**config.mk**
```make
export PLATFORM = sky130hd
export DESIGN_NAME = vga_sync_gen_flat
export DESIGN_NICKNAME = d
export VERILOG_FILES = /design/src/rtl/vga_pkg.sv /design/src/rtl/vga_sync_gen_if.sv /design/src/rtl/vga_axis_counter.sv /design/src/rtl/vga_sync_gen.sv /design/src/flat_wrapper.sv
export SDC_FILE = /design/constraint.sdc
export NUM_CORES = 1
export LEC_CHECK = 0
export ABC_AREA = 1
export BUFFER_PORTS_ARGS = -buffer_cell sky130_fd_sc_hd__buf_2
export CAP_MARGIN = 20
export CORE_MARGIN = 1
export CORE_UTILIZATION = 43
export DETAILED_ROUTE_END_ITERATION = 7
export SLEW_MARGIN = 30
export SYNTH_ARGS = -nofsm -noshare
export SYNTH_HDL_FRONTEND = slang
export SYNTH_SLANG_ARGS = --single-unit
```
**constraint.sdc**
```tcl
create_clock -name clk_25 -period 3.8 [get_ports clk_25]
set_clock_uncertainty 0.2 [all_clocks]
set_input_delay 0 -clock clk_25 [delete_from_list [all_inputs] [get_ports clk_25]]
set_output_delay 0 -clock clk_25 [all_outputs]
set_load 0.05 [all_outputs]
```
**src/rtl/vga_pkg.sv**
```systemverilog
// Shared timing defaults, phase encoding and small helpers for the VGA sync generator.
// Counters are 10 bits wide, which covers the 800-clock line and the 525-line frame.
package vga_pkg;

    localparam int H_ACTIVE_DEF = 640;
    localparam int H_FP_DEF     = 16;
    localparam int H_SYNC_DEF   = 96;
    localparam int H_BP_DEF     = 48;
    localparam int V_ACTIVE_DEF = 480;
    localparam int V_FP_DEF     = 10;
    localparam int V_SYNC_DEF   = 2;
    localparam int V_BP_DEF     = 33;

    localparam int H_TOTAL_DEF = H_ACTIVE_DEF + H_FP_DEF + H_SYNC_DEF + H_BP_DEF;
    localparam int V_TOTAL_DEF = V_ACTIVE_DEF + V_FP_DEF + V_SYNC_DEF + V_BP_DEF;

    localparam int POS_W = 10;
    localparam int RGB_W = 4;

    typedef enum logic [1:0] {
        PH_ACTIVE = 2'd0,
        PH_FP     = 2'd1,
        PH_SYNC   = 2'd2,
        PH_BP     = 2'd3
    } phase_t;

    typedef struct packed {
        logic hs;
        logic vs;
        logic bright;
    } sync_t;

    localparam sync_t SYNC_IDLE = '{hs: 1'b1, vs: 1'b1, bright: 1'b0};

    function automatic logic [RGB_W-1:0] expand_pixel(input logic [1:0] pix);
        return {pix, pix};
    endfunction

endpackage

```
**src/rtl/vga_sync_gen_if.sv**
```systemverilog
// Pixel-side and monitor-side signals of the sync generator.
// The generator is the master; the frame buffer / DAC side is the slave.
interface vga_sync_gen_if;
    import vga_pkg::*;

    logic [1:0]       pixel_in;
    logic             bright;
    logic [POS_W-1:0] x_pos;
    logic [POS_W-1:0] y_pos;
    logic             frame_start;
    logic             vga_hs;
    logic             vga_vs;
    logic [RGB_W-1:0] vga_r;
    logic [RGB_W-1:0] vga_g;
    logic [RGB_W-1:0] vga_b;

    modport master (
        input  pixel_in,
        output bright, x_pos, y_pos, frame_start,
        output vga_hs, vga_vs, vga_r, vga_g, vga_b
    );

    modport slave (
        output pixel_in,
        input  bright, x_pos, y_pos, frame_start,
        input  vga_hs, vga_vs, vga_r, vga_g, vga_b
    );

endinterface

```
**src/rtl/vga_axis_counter.sv**
```systemverilog
// One timing axis: position counter plus ACTIVE/FP/SYNC/BP phase, stepping when 'advance' is high.
// The next phase is exported so the parent can register decoded strobes glitch-free.
module vga_axis_counter
    import vga_pkg::*;
#(
    parameter int ACTIVE = H_ACTIVE_DEF,
    parameter int FP     = H_FP_DEF,
    parameter int SYNC   = H_SYNC_DEF,
    parameter int BP     = H_BP_DEF
) (
    input  logic             clk,
    input  logic             rst_n,
    input  logic             advance,
    output logic [POS_W-1:0] count,
    output phase_t           phase_next,
    output logic             wrap
);

    localparam int TOTAL = ACTIVE + FP + SYNC + BP;
    localparam logic [POS_W-1:0] LAST       = POS_W'(TOTAL - 1);
    localparam logic [POS_W-1:0] FP_START   = POS_W'(ACTIVE);
    localparam logic [POS_W-1:0] SYNC_START = POS_W'(ACTIVE + FP);
    localparam logic [POS_W-1:0] BP_START   = POS_W'(ACTIVE + FP + SYNC);

    logic [POS_W-1:0] count_reg;
    logic [POS_W-1:0] count_next;
    phase_t           phase_reg;

    assign wrap  = advance && (count_reg == LAST);
    assign count = count_reg;

    // Phase boundaries come from counter compares, so the wrap always forces ACTIVE.
    always_comb begin
        count_next = count_reg;
        phase_next = phase_reg;
        if (advance) begin
            if (count_reg >= LAST) begin
                count_next = '0;
                phase_next = PH_ACTIVE;
            end else begin
                count_next = count_reg + 1'b1;
                if (count_next == FP_START) begin
                    phase_next = PH_FP;
                end else if (count_next == SYNC_START) begin
                    phase_next = PH_SYNC;
                end else if (count_next == BP_START) begin
                    phase_next = PH_BP;
                end
            end
        end
    end

    always_ff @(posedge clk or negedge rst_n) begin
        if (!rst_n) begin
            count_reg <= '0;
            phase_reg <= PH_ACTIVE;
        end else begin
            count_reg <= count_next;
            phase_reg <= phase_next;
        end
    end

endmodule

```
**src/rtl/vga_sync_gen.sv**
```systemverilog
// VGA timing master: x/y counters, registered bright/frame_start, and sync/colour outputs
// delayed PIX_LAT clocks to line up with the frame buffer's read latency.
module vga_sync_gen
    import vga_pkg::*;
#(
    parameter int H_ACTIVE = H_ACTIVE_DEF,
    parameter int H_FP     = H_FP_DEF,
    parameter int H_SYNC   = H_SYNC_DEF,
    parameter int H_BP     = H_BP_DEF,
    parameter int V_ACTIVE = V_ACTIVE_DEF,
    parameter int V_FP     = V_FP_DEF,
    parameter int V_SYNC   = V_SYNC_DEF,
    parameter int V_BP     = V_BP_DEF,
    parameter int PIX_LAT  = 1
) (
    input  logic         clk_25,
    input  logic         reset_n,
    vga_sync_gen_if.master vga
);

    logic             running_reg;
    logic             bright_reg;
    logic             frame_start_reg;
    logic             hs_raw_reg;
    logic             vs_raw_reg;
    logic [POS_W-1:0] h_count;
    logic [POS_W-1:0] v_count;
    phase_t           h_phase_next;
    phase_t           v_phase_next;
    logic             h_wrap;
    logic             v_wrap;

    // Counters hold at 0,0 for the first clock after reset so that clock shows frame_start.
    vga_axis_counter #(
        .ACTIVE (H_ACTIVE),
        .FP     (H_FP),
        .SYNC   (H_SYNC),
        .BP     (H_BP)
    ) u_h_axis (
        .clk        (clk_25),
        .rst_n      (reset_n),
        .advance    (running_reg),
        .count      (h_count),
        .phase_next (h_phase_next),
        .wrap       (h_wrap)
    );

    vga_axis_counter #(
        .ACTIVE (V_ACTIVE),
        .FP     (V_FP),
        .SYNC   (V_SYNC),
        .BP     (V_BP)
    ) u_v_axis (
        .clk        (clk_25),
        .rst_n      (reset_n),
        .advance    (h_wrap),
        .count      (v_count),
        .phase_next (v_phase_next),
        .wrap       (v_wrap)
    );

    // Strobes decode the next phase so each is a plain flop aligned with the new x/y.
    always_ff @(posedge clk_25 or negedge reset_n) begin
        if (!reset_n) begin
            running_reg     <= 1'b0;
            bright_reg      <= 1'b0;
            frame_start_reg <= 1'b0;
            hs_raw_reg      <= 1'b1;
            vs_raw_reg      <= 1'b1;
        end else begin
            running_reg     <= 1'b1;
            bright_reg      <= (h_phase_next == PH_ACTIVE) && (v_phase_next == PH_ACTIVE);
            frame_start_reg <= v_wrap || !running_reg;
            hs_raw_reg      <= (h_phase_next != PH_SYNC);
            vs_raw_reg      <= (v_phase_next != PH_SYNC);
        end
    end

    sync_t sync_raw;
    sync_t sync_out;

    assign sync_raw = '{hs: hs_raw_reg, vs: vs_raw_reg, bright: bright_reg};

    generate
        if (PIX_LAT == 0) begin : g_no_delay
            assign sync_out = sync_raw;
        end else begin : g_delay
            sync_t stage_reg [PIX_LAT];

            always_ff @(posedge clk_25 or negedge reset_n) begin
                if (!reset_n) begin
                    for (int i = 0; i < PIX_LAT; i++) begin
                        stage_reg[i] <= SYNC_IDLE;
                    end
                end else begin
                    stage_reg[0] <= sync_raw;
                    for (int i = 1; i < PIX_LAT; i++) begin
                        stage_reg[i] <= stage_reg[i-1];
                    end
                end
            end

            assign sync_out = stage_reg[PIX_LAT-1];
        end
    endgenerate

    // Blanking gate sits after the last delay flop so colour follows pixel_in with no extra clock.
    logic [RGB_W-1:0] colour;
    assign colour = sync_out.bright ? expand_pixel(vga.pixel_in) : '0;

    assign vga.bright      = bright_reg;
    assign vga.x_pos       = h_count;
    assign vga.y_pos       = v_count;
    assign vga.frame_start = frame_start_reg;
    assign vga.vga_hs      = sync_out.hs;
    assign vga.vga_vs      = sync_out.vs;
    assign vga.vga_r       = colour;
    assign vga.vga_g       = colour;
    assign vga.vga_b       = colour;

endmodule
```
**src/flat_wrapper.sv**
```systemverilog
// flat-port wrapper written by rule: the top's interface ports become plain ports
module vga_sync_gen_flat import vga_pkg::*;
#(
    parameter int H_ACTIVE = H_ACTIVE_DEF,
    parameter int H_FP     = H_FP_DEF,
    parameter int H_SYNC   = H_SYNC_DEF,
    parameter int H_BP     = H_BP_DEF,
    parameter int V_ACTIVE = V_ACTIVE_DEF,
    parameter int V_FP     = V_FP_DEF,
    parameter int V_SYNC   = V_SYNC_DEF,
    parameter int V_BP     = V_BP_DEF,
    parameter int PIX_LAT  = 1
)
  (clk_25, reset_n, vga_pixel_in, vga_bright, vga_x_pos, vga_y_pos, vga_frame_start, vga_vga_hs, vga_vga_vs, vga_vga_r, vga_vga_g, vga_vga_b);
  vga_sync_gen_if vga_i ();
  input  logic clk_25;
  input  logic reset_n;
  input wire logic [$bits(vga_i.pixel_in)-1:0] vga_pixel_in;
  output wire logic [$bits(vga_i.bright)-1:0] vga_bright;
  output wire logic [$bits(vga_i.x_pos)-1:0] vga_x_pos;
  output wire logic [$bits(vga_i.y_pos)-1:0] vga_y_pos;
  output wire logic [$bits(vga_i.frame_start)-1:0] vga_frame_start;
  output wire logic [$bits(vga_i.vga_hs)-1:0] vga_vga_hs;
  output wire logic [$bits(vga_i.vga_vs)-1:0] vga_vga_vs;
  output wire logic [$bits(vga_i.vga_r)-1:0] vga_vga_r;
  output wire logic [$bits(vga_i.vga_g)-1:0] vga_vga_g;
  output wire logic [$bits(vga_i.vga_b)-1:0] vga_vga_b;
  assign vga_i.pixel_in = vga_pixel_in;
  assign vga_bright = vga_i.bright;
  assign vga_x_pos = vga_i.x_pos;
  assign vga_y_pos = vga_i.y_pos;
  assign vga_frame_start = vga_i.frame_start;
  assign vga_vga_hs = vga_i.vga_hs;
  assign vga_vga_vs = vga_i.vga_vs;
  assign vga_vga_r = vga_i.vga_r;
  assign vga_vga_g = vga_i.vga_g;
  assign vga_vga_b = vga_i.vga_b;
  vga_sync_gen #(.H_ACTIVE(H_ACTIVE), .H_FP(H_FP), .H_SYNC(H_SYNC), .H_BP(H_BP), .V_ACTIVE(V_ACTIVE), .V_FP(V_FP), .V_SYNC(V_SYNC), .V_BP(V_BP), .PIX_LAT(PIX_LAT)) u_core (.clk_25(clk_25), .reset_n(reset_n), .vga(vga_i));
endmodule
```
; ---- Word-level counts from Yosys, hierarchy flattened
; Cells that the tools add are included.
[classes]
addsub = 2
multipliers = 0
div = 0
magnitude_cmp = 2
n_eq_ne = 10
shift = 0
muxes = 13
n_bitwise = 0
n_reduce_logical = 7
[ops]
columns = op, n
row1 = $eq 10x10->1 const B, 5
row2 = $eq 10x9->1 const B, 3
row3 = $add 10x1->10 const B, 2
row4 = $ge 10x10->1 const B, 2
row5 = $mux 10, 2
row6 = $mux 2, 10
row7 = $logic_not 2->1, 2
row8 = $mux 4, 1
row9 = $ne 2x2->1 const B, 2
row10 = $logic_and 1x1->1, 3
row11 = $logic_not 1->1, 1
row12 = $logic_or 1x1->1, 1
[totals]
regBits = 32
latchBits = 0
ramBits = 0
rom_bits = 0
out_inout_bits = 36
n_memories = 0

; ---- Depth between registers and ports, before layout
; Gate-level depths: netlist of the first run.
[logic_depth]
word_depth = 9
mapped_depth = 15

; ---- Modules after synthesis
; Synthesis of the first run repeated with hierarchy kept, for this count alone.
[hier_totals]
hier_cells = 271
hier_area_um2 = 2016.9
[by_module_without_submodules]
columns = module, instances, cells_each, area_each_um2, seq_area_each_um2
row1 = vga_axis_counter at u_core.u_v_axis, 1, 122, 854.6, 300.3
row2 = vga_axis_counter at u_core.u_h_axis, 1, 115, 822.0, 300.3
row3 = vga_sync_gen, 1, 34, 340.3, 205.2

; ---- Least setup slack after synthesis of the first run
; OpenSTA, ideal clock, no wires.
[synth_path]
path_type = flip-flop to flip-flop
from = reg u_core.u_v_axis.count_reg[0], in the netlist u_core.u_v_axis.count[0]
to = reg u_core.bright_reg, in the netlist u_core.vga.bright
setup_ns = 0.069
t_arrival_ns = 2.009
path_slack_ns = 1.522
path_stages_with_launch = 16
path_cell_list = dfrtp_1 > ha_1 > nand2_4 > inv_2 > nand3_1 > nand2_1 > inv_1 > nor2_1 > nand2_1 > nor2_4 > nand2_2 > nand2_1 > nand2_1 > nand2_2 > nand3_2 > nor2_2
[synth_via]
elab_chain_len = 9
elab_cells_between_ends = 12
[synth_rtl]
columns = element, line_no
row1 = "start, declared", vga_axis_counter.sv:25  ; logic [POS_W-1:0] count_reg;
row2 = "start signal, assigned", vga_axis_counter.sv:58  ; count_reg <= count_next;
row3 = $add 10x1->10, vga_axis_counter.sv:41  ; count_next = count_reg + 1'b1;
row4 = $eq 10x9->1, vga_axis_counter.sv:46  ; end else if (count_next == BP_START) begin
row5 = $mux 2, vga_axis_counter.sv:46
row6 = $mux 2, vga_axis_counter.sv:44  ; end else if (count_next == SYNC_START) begin
row7 = $mux 2, vga_axis_counter.sv:42  ; if (count_next == FP_START) begin
row8 = $mux 2 (*), vga_axis_counter.sv:37  ; if (count_reg >= LAST) begin
row9 = $mux 2 (*), vga_axis_counter.sv:36  ; if (advance) begin
row10 = $logic_not 2->1 (*), vga_sync_gen.sv:72  ; bright_reg <= (h_phase_next == PH_ACTIVE) && (v_phase_next == PH_ACTIVE);
row11 = $logic_and 1x1->1 (*), vga_sync_gen.sv:72
row12 = "end signal, assigned", vga_sync_gen.sv:72
row13 = "end, declared", vga_sync_gen.sv:22  ; logic bright_reg;
; Every way passes the cells marked *; elsewhere a longest branch is shown, timed or not.
; A chain may end at the register's enable or synchronous reset.

; ---- Worst setup path in the final report of the first run
[layout_path]
from = reg u_core.u_h_axis.count_reg[1], in the netlist u_core.u_h_axis.count[1]
to = reg u_core.bright_reg, in the netlist u_core.vga.bright
[layout_via]
elab_chain_len = 9
elab_cells_between_ends = 16
[layout_rtl]
columns = element, line_no
row1 = "start, declared", vga_axis_counter.sv:25
row2 = "start signal, assigned", vga_axis_counter.sv:58
row3 = $add 10x1->10, vga_axis_counter.sv:41
row4 = $eq 10x10->1, vga_axis_counter.sv:46
row5 = $mux 2, vga_axis_counter.sv:46
row6 = $mux 2, vga_axis_counter.sv:44
row7 = $mux 2, vga_axis_counter.sv:42
row8 = $mux 2, vga_axis_counter.sv:37
row9 = $mux 2, vga_axis_counter.sv:36
row10 = $logic_not 2->1, vga_sync_gen.sv:72
row11 = $logic_and 1x1->1 (*), vga_sync_gen.sv:72
; Marked as above.

==> results of run 1 <==
power by group through the flow:
stage / clock (mW) / sequential (mW) / combinational, mW
final: 0.253 / 0.407 / 0.239
after global routing: 0.272 / 0.412 / 0.259
after CTS: 0.260 / 0.407 / 0.241
after detailed placement: 0 / 0.412 / 0.240
after global placement: 0 / 0.412 / 0.238
after floorplan: 0 / 0.486 / 0.112
cell type report:
class                      count  share of cell area
multi-input combinational    181               0.418
sequential                    32               0.359
timing repair buffer          40              0.0913
inverter                      40              0.0668
clock buffer                   7              0.0340
tap                           52              0.0290
clock inverter                 1             0.00223
cell families (layout without fill, tap and decap cells):
| family | after synthesis | in the layout | synth area share |
|---|---|---|---|
| flip-flops | 32 | 32 | 0.403 |
| XOR/XNOR | 3 | 3 | 0.0132 |
| AND/OR/NAND/NOR | 142 | 142 | 0.334 |
| buffers and inverters | 53 | 88 | 0.126 |
| adder cells (fa/ha/maj) | 5 | 5 | 0.0313 |
| other | 1 | 1 | 0.00188 |
| AO/OA/AOI/OAI | 30 | 30 | 0.0902 |
worst paths after layout:
check,slack [ps],to,depth (start not counted)
max in group asynchronous,2830,u_core.vga.bright,2
hold / removal,100,u_core.u_v_axis.count[3],2
setup reg to reg,1460,u_core.vga.bright,10
setup / recovery,1460,u_core.vga.bright,10
hold reg to reg,150,u_core.vga.vga_vs,0
min in group clk_25,150,u_core.vga.vga_vs,0
cells in the final DEF, fill, tap and decap left out, types with 5 or more instances in the layout:
cell | synthesis | final
nor2_1 | 17 | 17
nor2_2 | 7 | 7
nand3_1 | 21 | 21
inv_1 | 37 | 37
o22ai_1 | 10 | 10
clkbuf_8 | 0 | 5
dfrtp_1 | 28 | 28
ha_1 | 5 | 5
buf_2 | 1 | 39
nand2_2 | 9 | 9
o21ai_0 | 11 | 11
nand2_1 | 74 | 74
nand4_1 | 5 | 5
synth_stat cells, drive strengths merged (2+ instances only):
library cell | count | area, µm²
o22ai | 10 | 62.6
o21ai | 13 | 68.8
nand3 | 23 | 125
nand2 | 85 | 357
ha | 5 | 62.6
dfrtp | 28 | 701
buf | 13 | 103
nor2 | 27 | 141
a21oi | 3 | 15.0
dfstp | 4 | 105
nand4 | 5 | 31.3
xor2 | 3 | 26.3
inv | 40 | 150
a22o | 2 | 17.5
layer usage:
| metal | global-route usage | vias to the layer above | routed length (µm) |
|---|---|---|---|
| li1 | - | 902 | - |
| met1 | 0.241 | 775 | 2000 |
| met2 | 0.317 | 28 | 1990 |
| met3 | 0.0433 | 10 | 131 |
| met4 | 0.0933 | 0 | 103 |
| met5 | 0 | - | 0 |
stage by stage:
stage	cells	hold WS, ps	instance area (µm²)	power, mW	utilization
5_1_grt	353	158	2250	0.943	0.509
6_report	353	101	2250	0.899	0.509
3_3_place_gp	344	-100	2160	0.650	0.488
4_1_cts	353	144	2250	0.907	0.509
2_1_floorplan	266	-496	2000	0.598	-
3_5_place_dp	344	-93.7	2160	0.652	0.488
worst max-delay path, cell delays in order, from the launching register on:
cell and delay (ps):
dfrtp_1 430, ha_1 240, nand4_1 140, inv_1 80
nand4_1 240, inv_2 270, nand2_1 270, inv_2 170
nand2_2 80, nand3_2 70, nor2_2 30
==> results.toml, run 1 <==
[floorplanning]
row_count = 24
fp.coreArea_um2 = 4410
initial_core_util = 0.453
dieArea_um2 = 4920
ioPinCount = 40
die_w_um = 70.2
die_y_um = 70.2

[timing]
finalCriticalPeriod_ps = 2340
rsz0062_at_grt = "false"
fin_ws_ps = 1460
setup_tns_ps = 0
period_share = 0.615
setup_viol = 0
max_freq_ghz = 0.428
worst_slew_pin_slew_ps = 722
hold_viol_final = 0
slew_viol_final = 0
slew_headroom = 0.519

[clocking]
hold_buffers = 1
cts_tree = "built"
root_buffer = "clkbuf_8"
clkSinkCount = 32
post_cts_resized = 0
cts_buffers = 5
clk_path_buf_depth = 2
cts_max_level = 2
cts_setup_buffers = 0
clk_pin_slew_ps = 70
insertion_delay_ps = 290

[global_route]
grt_overflow_total = 0
grt_max_degree = 33
antenna_found_initial = 0
grt_pass1_wl_mm = 7.46
track_usage = 0.194
grt_pass1_vias = 1652

[finish]
regArea_um2 = 806
drive_gt1_frac = 0.252
multi_input_area_um2 = 940
areaGrowthSynthToFinish_pct = 12.5
fillers = 419
nets = 309
diodes = 0

[synthesis]
synthArstFlopShare = 1.00
synth_area_um2 = 2000
synth.avg_cell_area_um2 = 7.51
synth_edf_count = 0
ys.flop_type = "dfrtp_1"
ys_seq_area_frac = 0.403
ys_ff_latch = 32
ys_warn_count = 0
syn_nets = 275
syn_inst = 266
synthDistinctLibCells = 29

[power_and_ir_drop]
p_switching_mw = 0.347
p_int_mw = 0.552
p_per_area_nw_per_um2 = 400
p_sw_frac = 0.386
total_leakage_power_nw = 1.22
clkPwrFrac = 0.282
peakVddDrop_uv = 319
pwr-share-comb = 0.266
p_seq_frac = 0.452

[route]
ant_nets = 0
wl_mm = 4.22
route.vias.total = 1715
dr.pass1.iters = 4
drtIter0Drc = 91
wire_per_inst_um = 12.0
drc = 0
post_drt_via_cell_ratio = 4.86

[placement]
hpwl_mm = 3.21
numPortBuffers = 39
gp_congestion = 0.834
place_worst_setup_slack_ps = 1450

[job]
drv_cap = 0

[setup_path]
path_class = "flop to flop"
crit_path_start_kind = "flop"
r2r_start = "u_core.u_h_axis.count[1]"
critPathLaunch = "u_core.u_h_axis.count[1]"
endpoint_kind = "flop"
crit_fanout = 10
cp.required_ps = 3780
cp_data_arrival_time_ps = 2320

[run_status]
outcome = "finished, final reports clean"

[worst_hold_path]
hold_class = "input port to asynchronous set/reset pin"
Power figures use the tool's default switching activity.
==> run 2: changes to the inputs <==
- ABC_AREA: 1 -> 0
- PLACE_DENSITY: not set -> 0.66
- clock period: 3.8 -> 2.1 ns (I/O delays scaled with it)
==> results.toml, run 2 <==
[route]
drc = 0
wire_per_inst_um = 15.5
post_drt_via_cell_ratio = 5.48
wl_mm = 6.46
ant_nets = 0
drtIter0Drc = 104
dr.pass1.iters = 4
route.vias.total = 2281

[synthesis]
synthTopCellsByArea = "dfrtp_1 (31%), o21ai_0 (6.2%), dfstp_2 (4.6%)"
ys_seq_area_frac = 0.356
synth_area_leader_cell = "dfrtp_1"
synthDistinctLibCells = 61
yosysTopAreaCellShare = 0.309
ys_ff_latch = 32
syn_nets = 272
synth_commonest_cells = "dfrtp_1 (28), nand2_1 (28), o21ai_0 (28), nor2_1 (12), buf_4 (11)"
ys.flop_type = "dfrtp_1"
synth.avg_cell_area_um2 = 8.61
synthArstFlopShare = 1.00
synth_area_um2 = 2260
syn_inst = 263
synth_edf_count = 0
ys_warn_count = 0

[power_and_ir_drop]
peakVddDrop_uv = 344
total_leakage_power_nw = 1.43
p_per_area_nw_per_um2 = 499

[timing]
period_share = 1.06
hold_ws_ps = 99.6
rsz0062_at_grt = "true"
worst_slew_pin_slew_ps = 740
hold_viol_final = 0
max_freq_ghz = 0.447
slew_viol_final = 0
finalCriticalPeriod_ps = 2240
fin_ws_ps = -135
slew_headroom = 0.506
setup_viol = 18

[floorplanning]
fp.coreArea_um2 = 5070
die_w_um = 74.6
die_y_um = 74.6
dieArea_um2 = 5560
ioPinCount = 40
initial_core_util = 0.446
row_count = 26

[setup_path]
crit_path_start_kind = "flop"
cp_data_arrival_time_ps = 2210
endpoint_kind = "flop"
r2r_slack_ps = -140
path_class = "flop to flop"
crit_fanout = 6
cp.required_ps = 2080
r2r_start = "u_core.u_h_axis.count[1]"
regToRegEndpoint = "u_core.vga.bright"
reg2reg_depth = 8

[clocking]
clkSinkCount = 32
clk_pin_slew_ps = 80
insertion_delay_ps = 300
root_buffer = "clkbuf_8"
clk_path_buf_depth = 2
cts_tree = "built"
cts_buffers = 5
cts_max_level = 2

[run_status]
outcome = "complete, but fails checks"
failed_checks = "setup timing"

[finish]
layout_common_cells = "buf_4 (57), buf_2 (39), nand2_1 (27)"
final_util = 0.641
multi_input_area_um2 = 1500
areaGrowthSynthToFinish_pct = 43.6
diodes = 0
layout_commonest_cell = "buf_4"
drive_gt1_frac = 0.526
fillers = 450
design_area_um2 = 3250
nets = 354
regArea_um2 = 828

[placement]
gp_congestion = 0.904
hpwl_mm = 4.51
numPortBuffers = 39
placed_area_um2 = 2910
place_worst_setup_slack_ps = -184

[global_route]
grt_pass1_vias = 2279
grt_overflow_total = 0
grt_pass1_wl_mm = 10.3
antenna_found_initial = 0
track_usage = 0.248
grt_max_degree = 33

[worst_hold_path]
hold_class = "input port to asynchronous set/reset pin"

[job]
drv_cap = 0
-- run 2: cell types whose count changed after synthesis, moves of 6 or more --
cell	delta
o31ai_1	+6
o22ai_1	-7
inv_1	-27
nand2_1	-46
and2_1	+10
nand2_2	-8
and3_1	+10
clkbuf_1	+8
o21ai_0	+17
nand3_1	-11
nor2_2	-7
-- run 2: metal layers --
metal | global-route usage | vias to the layer above | part of all wire
met5 | 0 | - | 0
met4 | 0.0797 | 0 | 0.019
met3 | 0.0474 | 12 | 0.030
met2 | 0.463 | 54 | 0.55
met1 | 0.281 | 1112 | 0.40
li1 | - | 1103 | -
-- run 2: cell type report --
type,instances,area share
repair buffers,104,0.219
clock inverters,2,0.00385
clock buffers,6,0.0223
multi-input cells,192,0.462
well taps,70,0.0269
flip-flops and latches,32,0.255
inverters,10,0.0115
-- run 2: cell families after synthesis --
group / Yosys count / share of synthesized area
mux: 2 / 0.00939
simple gates: 110 / 0.266
fa+ha+maj: 5 / 0.0276
buf+inv: 39 / 0.0967
compound gates: 70 / 0.227
other cells: 1 / 0.00166
flops: 32 / 0.356
xor+xnor: 4 / 0.0155
-- run 2: stage by stage --
stage | power [mW] | setup TNS [ps] | instances
after floorplan | 1.00 | -941 | 263
after global placement | 1.12 | -381 | 400
after detailed placement | 1.13 | -626 | 400
after CTS | 1.62 | -621 | 413
after global routing | 1.70 | -3120 | 416
final | 1.62 | -1370 | 416
-- run 2: how the worst max path moves through the flow --
| stage | startpoint | endpoint | slack (ps) |
|---|---|---|---|
| after global routing | u_core.u_h_axis.count[0] | u_core.vga.bright | -220 |
| after global placement | u_core.u_h_axis.count[1] | u_core.vga.bright | -160 |
| after floorplan | u_core.u_v_axis.count[6] | u_core.vga.bright | -240 |
| after detailed placement | u_core.u_h_axis.count[1] | u_core.vga.bright | -180 |
| after CTS | u_core.u_h_axis.count[0] | u_core.vga.bright | -120 |
| final | u_core.u_h_axis.count[1] | u_core.vga.bright | -140 |
-- run 2: critical path, stage by stage (launching register included) --
cell	delay (ps)
dfrtp_4	520
ha_4	190
and4_4	180
o41ai_4	320
buf_4	180
nand3_2	70
o22ai_2	200
a211oi_4	110
o2111a_1	130
-- run 2: timing repair --
action                                 4_1_cts  5_1_grt
pin swaps                                    5       11
buffers inserted                             4        3
setup endpoints to repair                   15       23
endpoints found under the hold margin       32        0
hold buffers                                 1        0
gates resized for setup                     15       47
-- run 2: power breakdown --
group | leakage [nW] | switching (mW) | internal, mW
clock network | 0.0412 | 0.252 | 0.232
logic | 1.00 | 0.270 | 0.156
registers | 0.391 | 0.0604 | 0.652
==> run 3: changes to the inputs <==
- SKIP_LAST_GASP: not set -> 1
==> results.toml, run 3 (same netlist as run 2, synthesis figures left out) <==
[floorplanning]
die_y_um = 74.6
initial_core_util = 0.446
ioPinCount = 40
die_w_um = 74.6
fp.coreArea_um2 = 5070
dieArea_um2 = 5560
row_count = 26

[finish]
final_util = 0.627
diodes = 0
layout.cells.non_filler = 416
layout_commonest_cell = "buf_4"
layout_common_cells = "buf_4 (60), buf_2 (39), nand2_1 (27)"
drive_gt1_frac = 0.494
nets = 354
fillers = 450
areaGrowthSynthToFinish_pct = 40.6
design_area_um2 = 3180

[timing]
finalCriticalPeriod_ps = 2250
worst_slew_pin_slew_ps = 725
slew_viol_final = 0
hold_ws_ps = 94.6
slew_headroom = 0.517
hold_viol_final = 0
setup_viol = 16
fin_ws_ps = -155
rsz0062_at_grt = "true"
period_share = 1.07
max_freq_ghz = 0.443
setup_tns_ps = -1180

[placement]
placed_cells = 400
placed_area_um2 = 2910
place_worst_setup_slack_ps = -184
gp_congestion = 0.904
hpwl_mm = 4.51
numPortBuffers = 39

[clocking]
clk_pin_slew_ps = 70
cts_tree = "built"
cts_buffers = 5
clkSinkCount = 32
insertion_delay_ps = 300
root_buffer = "clkbuf_8"
cts_max_level = 2
clk_path_buf_depth = 2

[global_route]
antenna_found_initial = 0
grt_overflow_total = 0
grt_max_degree = 33
grt_pass1_wl_mm = 10.3
grt_pass1_vias = 2279
track_usage = 0.248

[setup_path]
cp_data_arrival_time_ps = 2280
r2r_slack_ps = -150
crit_fanout = 6
crit_path_start_kind = "flop"
r2r_start = "u_core.u_h_axis.count[1]"
critPathLaunch = "u_core.u_h_axis.count[1]"
endpoint_kind = "flop"
cp-endpoint = "u_core.vga.bright"
reg2reg_depth = 8
path_class = "flop to flop"
regToRegEndpoint = "u_core.vga.bright"
cp.required_ps = 2130

[power_and_ir_drop]
peakVddDrop_uv = 340
p_per_area_nw_per_um2 = 507
total_power_mw = 1.61
total_leakage_power_nw = 1.40

[route]
drtIter0Drc = 83
ant_nets = 0
wl_mm = 6.21
met1_length_mm = 2.54
drc = 0
wl_met2_mm = 3.35
post_drt_via_cell_ratio = 5.46
dr.pass1.iters = 4
route.vias.total = 2270
wire_per_inst_um = 14.9
top_layer_used = "met4"
met3_length_um = 175

[run_status]
failed_checks = "setup timing"
outcome = "complete, but fails checks"

[worst_hold_path]
hold_class = "input port to asynchronous set/reset pin"

[job]
drv_cap = 0
==> run 3: cell count changes in the layout (fill, tap and decap cells not counted), moves of 2 or more <==
cell     previous run  this run
nor2_1              8        11
nor2_4              2         0
buf_6               7         4
o21ai_1             9        12
o21ai_0            11        13
buf_4              57        60
o21ai_2             9         4
==> run 3: final cells by class <==
class	count	area [µm²]	area share
Tap cell	70	87.6	0.0275
Sequential cell	32	828	0.260
Clock inverter	2	12.5	0.00393
Clock buffer	6	72.6	0.0228
Timing Repair Buffer	104	701	0.220
Inverter	10	37.5	0.0118
Multi-Input combinational cell	192	1450	0.454
==> run 3: timing repair <==
action                                 CTS  global route
hold buffers                             1             0
setup endpoints to repair               15            23
endpoints found under the hold margin   32             0
buffers inserted                         4             3
pin swaps                                5             9
resized for setup                       13            29
==> run 3: layer usage <==
layer,up-vias,GRT usage
li1,1110,-
met1,1108,0.281
met2,40,0.463
met3,12,0.0474
met4,0,0.0797
met5,-,0
==> run 3: report_power, final <==
part	total, mW	switching (mW)	internal [mW]	leakage, nW
Sequential	0.712	0.0593	0.652	0.391
Clock	0.478	0.246	0.231	0.0412
Combinational	0.424	0.268	0.156	0.969
==> run 3: worst min path at each step <==
stage	endpoint	slack [ps]	cells after the start
finish	u_core.vga.frame_start	90	2
CTS	u_core.vga.frame_start	120	2
global route	u_core.vga.vga_hs	160	0
global placement	u_core.u_h_axis.count[7]	-110	1
floorplan	u_core.g_delay.stage_reg[0]	-500	0
detailed placement	u_core.u_h_axis.count[7]	-100	1
==> run 3: worst max-delay path, cell delays in order, from the launching register on <==
cell and delay [ps]:
dfrtp_4 460, ha_4 170, and4_4 280, and2_4 160
o22ai_2 80, and2_4 190, buf_4 140, a211oi_4 280
o2111a_1 210
